### src/rtl/pipe_ctrl_pkg.sv
// Shared types and defaults for the pipeline hazard controller.
package pipe_ctrl_pkg;

    typedef enum logic [1:0] {
        ST_RUN   = 2'd0,
        ST_STALL = 2'd1,
        ST_FLUSH = 2'd2,
        ST_MWAIT = 2'd3
    } state_e;

    localparam int unsigned MEM_TMO_DEF = 15;
    localparam int unsigned CNT_W_DEF   = 8;
    localparam int unsigned TMR_W       = 8;

endpackage

### src/rtl/mem_wait_timer.sv
// Counts cycles spent in MWAIT and flags the cycle in which the wait budget runs out.
module mem_wait_timer
    import pipe_ctrl_pkg::*;
#(
    parameter int unsigned MEM_TMO = MEM_TMO_DEF
) (
    input  logic clk,
    input  logic rst,
    input  logic in_mwait,
    output logic timeout_c
);

    logic [TMR_W-1:0] timer_q;
    logic [TMR_W-1:0] timer_d;

    // Count while waiting (saturating); any other state reloads zero for the next entry.
    always_comb begin
        timer_d = '0;
        if (in_mwait) begin
            timer_d = (timer_q == '1) ? timer_q : timer_q + TMR_W'(1);
        end
    end

    // Timer register.
    always_ff @(posedge clk) begin
        if (rst) begin
            timer_q <= '0;
        end else begin
            timer_q <= timer_d;
        end
    end

    // The current MWAIT cycle is the MEM_TMO-th one.
    assign timeout_c = in_mwait && ((32'(timer_q) + 32'd1) >= MEM_TMO);

endmodule

### src/rtl/pipe_hazard_ctrl.sv
// Pipeline hazard controller: memory-wait holds, taken-branch flushes and RAW handling.
// Define HAZ_FWD_EN to resolve RAW hazards by forwarding instead of a one-cycle stall.
module pipe_hazard_ctrl
    import pipe_ctrl_pkg::*;
#(
    parameter int unsigned MEM_TMO = MEM_TMO_DEF,
    parameter int unsigned CNT_W   = CNT_W_DEF
) (
    input  logic             clk,
    input  logic             rst,
    input  logic             s2_valid,
    input  logic             s2_rd_en,
    input  logic [2:0]       s2_rd_addr,
    input  logic             s3_valid,
    input  logic             s3_wr_en,
    input  logic [2:0]       s3_wr_addr,
    input  logic             s3_taken,
    input  logic             s3_mem,
    input  logic             mem_ready,
    output logic             hold_pc,
    output logic             hold_s2,
    output logic             flush_s1,
    output logic             flush_s2,
    output logic             bubble_s3,
    output logic             fwd_sel,
    output logic             mem_err,
    output logic [CNT_W-1:0] stall_cnt,
    output logic [1:0]       state
);

    state_e           state_q;
    state_e           state_d;
    logic [CNT_W-1:0] stall_cnt_q;
    logic [CNT_W-1:0] stall_cnt_d;
    logic             mem_err_q;
    logic             mem_err_d;
    logic             timeout_c;
    logic             mem_wait_c;
    logic             taken_c;
    logic             raw_c;

    assign mem_wait_c = s3_valid & s3_mem & ~mem_ready;
    assign taken_c    = s3_valid & s3_taken;
    assign raw_c      = s2_valid & s2_rd_en & s3_valid & s3_wr_en & (s2_rd_addr == s3_wr_addr);

    mem_wait_timer #(
        .MEM_TMO (MEM_TMO)
    ) u_timer (
        .clk       (clk),
        .rst       (rst),
        .in_mwait  (state_q == ST_MWAIT),
        .timeout_c (timeout_c)
    );

    // Next state, Mealy pipeline controls and registered-status updates.
    always_comb begin
        state_d   = state_q;
        mem_err_d = mem_err_q;
        hold_pc   = 1'b0;
        hold_s2   = 1'b0;
        flush_s1  = 1'b0;
        flush_s2  = 1'b0;
        bubble_s3 = 1'b0;
        fwd_sel   = 1'b0;
        if (rst) begin
            state_d  = ST_RUN;
            flush_s1 = 1'b1;
            flush_s2 = 1'b1;
        end else begin
            case (state_q)
                ST_RUN: begin
                    if (mem_wait_c) begin
                        hold_pc = 1'b1;
                        hold_s2 = 1'b1;
                        state_d = ST_MWAIT;
                    end else if (taken_c) begin
                        flush_s1 = 1'b1;
                        flush_s2 = 1'b1;
                        state_d  = ST_FLUSH;
                    end else if (raw_c) begin
`ifdef HAZ_FWD_EN
                        fwd_sel = 1'b1;
`else
                        hold_pc   = 1'b1;
                        hold_s2   = 1'b1;
                        bubble_s3 = 1'b1;
                        state_d   = ST_STALL;
`endif
                    end
                end
                ST_STALL: begin
                    state_d = ST_RUN;
                end
                ST_FLUSH: begin
                    flush_s2 = 1'b1;
                    state_d  = ST_RUN;
                end
                ST_MWAIT: begin
                    if (mem_ready) begin
                        state_d = ST_RUN;
                        if (taken_c) begin
                            flush_s1 = 1'b1;
                            flush_s2 = 1'b1;
                            state_d  = ST_FLUSH;
                        end
                    end else if (timeout_c) begin
                        bubble_s3 = 1'b1;
                        mem_err_d = 1'b1;
                        state_d   = ST_RUN;
                    end else begin
                        hold_pc = 1'b1;
                        hold_s2 = 1'b1;
                    end
                end
                default: begin
                    state_d = ST_RUN;
                end
            endcase
        end
        stall_cnt_d = (hold_pc && (stall_cnt_q != '1)) ? stall_cnt_q + CNT_W'(1) : stall_cnt_q;
    end

    // State and status registers.
    always_ff @(posedge clk) begin
        if (rst) begin
            state_q     <= ST_RUN;
            stall_cnt_q <= '0;
            mem_err_q   <= 1'b0;
        end else begin
            state_q     <= state_d;
            stall_cnt_q <= stall_cnt_d;
            mem_err_q   <= mem_err_d;
        end
    end

    assign state     = state_q;
    assign stall_cnt = stall_cnt_q;
    assign mem_err   = mem_err_q;

endmodule

### config.mk
export PLATFORM = sky130hd
export DESIGN_NAME = pipe_hazard_ctrl
export DESIGN_NICKNAME = d
export VERILOG_FILES = /design/src/rtl/pipe_ctrl_pkg.sv /design/src/rtl/mem_wait_timer.sv /design/src/rtl/pipe_hazard_ctrl.sv
export SDC_FILE = /design/constraint.sdc
export NUM_CORES = 1
export LEC_CHECK = 0
export CAP_MARGIN = 20
export CORE_MARGIN = 1
export CORE_UTILIZATION = 54
export CTS_BUF_LIST = sky130_fd_sc_hd__clkbuf_2 sky130_fd_sc_hd__clkbuf_4 sky130_fd_sc_hd__clkbuf_8
export CTS_CLUSTER_DIAMETER = 200
export DETAILED_ROUTE_END_ITERATION = 8
export GPL_TIMING_DRIVEN = 0
export PLACE_DENSITY_LB_ADDON = 0.2
export SYNTH_ARGS = -nofsm -noshare
export SYNTH_HDL_FRONTEND = slang
export SYNTH_SLANG_ARGS = --single-unit
### constraint.sdc
create_clock -name clk -period 7.14 [get_ports clk]
set_clock_uncertainty 0.05 [all_clocks]
set_input_delay 1.428 -clock clk [delete_from_list [all_inputs] [get_ports clk]]
set_output_delay 1.428 -clock clk [all_outputs]
set_load 0.03 [all_outputs]
==> impl_metrics.py <==
metrics = {
    "die": {
        "coreArea_um2": 2190,
        "ioPinCount": 32,
        "row_count": 17,
        "initial_core_util": 0.567,
        "die_area_um2": 2500,
        "die_width_um": 50.0,
        "dieHeight_um": 50.0,
    },
    "placement": {
        "placed_cell_area_um2": 1580,
        "numPortBuffers": 30,
        "place_hpwl_mm": 2.10,
        "place_congestion": 0.857,
    },
    "logic_synthesis": {
        "yosysMostFrequentCell": "dfxtp_1",
        "synth_top_cells_by_area": "dfxtp_1 (31%), ha_1 (7.0%), a21oi_1 (4.8%)",
        "async_flop_share": 0,
        "syn-instance-count": 147,
        "syn_area_um2": 1240,
        "ys_warn_count": 0,
        "ys_ff_latch": 19,
        "yosysSeqAreaShare": 0.306,
        "synth_common_cells": "dfxtp_1 (19), a21oi_1 (12), inv_1 (9), nand3_1 (9)",
        "synth.avg_cell_area_um2": 8.45,
        "syn-num-nets": 169,
        "yosysTopAreaCell": "dfxtp_1",
        "synth_top_area_frac": 0.306,
        "synthDistinctLibCells": 46,
        "ys.flop_type": "dfxtp_1",
        "synth-edff-count": 0,
    },
    "sta": {
        "setup_viol": 0,
        "period_needed_ns": 5.67,
        "fmax_mhz": 176,
        "hold_viol_final": 0,
        "tightest_slew_ns": 0.530,
        "rsz0062_at_grt": "false",
        "final.setup.tns_ns": 0,
        "drv_slew": 0,
        "post-route-period-util": 0.794,
        "max_slew_margin": 0.644,
    },
    "global_routing": {
        "track_usage": 0.235,
        "grt_max_degree": 12,
        "antenna_found_initial": 0,
        "grt_pass1_wl_mm": 4.53,
        "grt_overflow": 0,
        "first_global_vias": 1047,
    },
    "hold_path": {
        "min_from": "mem_err",
        "hold_end": "mem_err",
        "hold_path_depth": 2,
        "min_path_type": "reg -> reg",
    },
    "cts": {
        "cts_tree": "done",
        "clkTransAtPathRegs_ns": 0.12,
        "cts_resized": 0,
        "hold_buffers": 0,
        "root_buffer": "clkbuf_4",
        "clkLatencyLatePin_ns": 0.30,
        "cts_buffer_depth": 2,
        "cts_htree_levels": 1,
        "clock_sinks": 19,
        "post_cts_buffers": 0,
        "cts_made_buffers": 3,
    },
    "layout": {
        "multi_input_area_um2": 759,
        "antennaDiodeCount": 0,
        "design_area_um2": 1610,
        "regArea_um2": 380,
        "syn2layout_area_growth_pct": 29.2,
        "drive_gt1_frac": 0.105,
        "nNetsFinal": 204,
        "fillers": 179,
    },
    "pwr": {
        "p_leak_uw": 0.000601,
        "power_density_nw_per_um2": 193,
        "peakVddDrop_uv": 233,
    },
    "detailed_routing": {
        "wl_per_cell_um": 13.2,
        "drt_pass1_iterations": 4,
        "antenna_left": 0,
        "wirelength_mm": 2.76,
        "drc": 0,
        "drt_iter0_drc": 27,
        "vias": 1206,
        "vias_per_cell": 5.77,
    },
    "outcome": {
        "status": "finished, final reports clean",
    },
    "critical_path": {
        "worstSetupEndpointType": "output port",
        "required_ns": 5.66,
        "slowest_stage": "clkdlybuf4s50_1",
        "worstSetupPathType": "in -> out",
        "timing.rr.end": "stall_cnt[5]",
        "cp_max_fo": 10,
        "cp_common_cell": "clkdlybuf4s50_1",
        "slowest_delay_ns": 0.65,
        "cp-start-kind": "input port",
        "rr_worst_depth": 9,
        "reg2reg_setup_slack_ns": 4.57,
        "path_cells": "clkdlybuf4s50_1 > nand4_1 > nor4_1 > a31oi_1 > o31a_1 > buf_6 > nor3_1 > buf_4 > clkdlybuf4s50_1",
        "regToRegStartpoint": "u_timer.timer_q[0]",
        "cp.arrival_ns": 4.19,
    },
    "job": {
        "drv_cap": 0,
    },
}
-- state kept, by name, summed over array words and instances (netlist names) --
signal           cells
mem_err              1
u_timer.timer_q      8
stall_cnt            8
state                2
-- report_power, final --
part           switching (µW)  internal (µW)  total [µW]
Combinational            79.9           53.7         134
Sequential               7.39            113         120
Clock                    36.0           20.9        56.8
Total                     123            187         310
-- stage by stage --
stage	hold WS (ns)	power, µW	setup slack [ns]	util	cells
after floorplan	0.441	209	2.30	-	147
after global placement	0.399	251	1.65	0.720	205
after detailed placement	0.404	255	1.51	0.720	205
after CTS	0.422	312	1.50	0.733	209
after global routing	0.438	329	1.30	0.733	209
final	0.422	310	1.47	0.733	209
-- cells in the final DEF, fill, tap and decap left out, types with 7 or more instances in the layout --
cell / n
clkdlybuf4s50_1: 30
dfxtp_1: 19
a21oi_1: 12
inv_1: 9
nand3_1: 9
nand2_1: 8
nor2_1: 8
ha_1: 7
-- worst max-delay path by stage --
stage | endpoint | slack (ns) | from | cells after the start
floorplan | hold_s2 | 2.30 | s3_wr_addr[1] | 7
global placement | hold_s2 | 1.65 | s3_valid | 9
detailed placement | hold_s2 | 1.51 | s3_valid | 9
CTS | hold_s2 | 1.50 | s3_valid | 9
global route | hold_s2 | 1.30 | s3_valid | 9
finish | hold_s2 | 1.47 | s3_valid | 9
-- kinds of logic (layout without fill, tap and decap cells) --
family	count (synthesis)	count (layout)	share of synthesized area
mux	3	3	0.0252
other cells	1	1	0.00302
simple gates	54	54	0.252
buf+inv	18	52	0.0826
xor+xnor	8	8	0.0564
flops	19	19	0.306
compound gates	37	37	0.204
fa+ha+maj	7	7	0.0705
-- final cells by class --
class,instances,area share
clock buffers,3,0.0140
flip-flops and latches,19,0.237
plain buffers,9,0.0429
well taps,28,0.0218
repair buffers,30,0.187
clock inverters,1,0.00312
inverters,9,0.0210
multi-input cells,110,0.473
-- worst max-delay path: cells and delay by family --
family | cells | cell delay, ns
buf+inv | 4 | 1.50
simple gates | 3 | 0.85
compound gates | 2 | 0.40
-- metal layers --
| layer | GRT usage | vias up | routed length (µm) |
|---|---|---|---|
| met5 | 0 | - | 0 |
| met4 | 0.0857 | 0 | 31 |
| met3 | 0.0340 | 6 | 111 |
| met2 | 0.385 | 35 | 1320 |
| met1 | 0.309 | 553 | 1290 |
| li1 | - | 612 | - |
No activity file was read; power rests on OpenSTA's default activity.
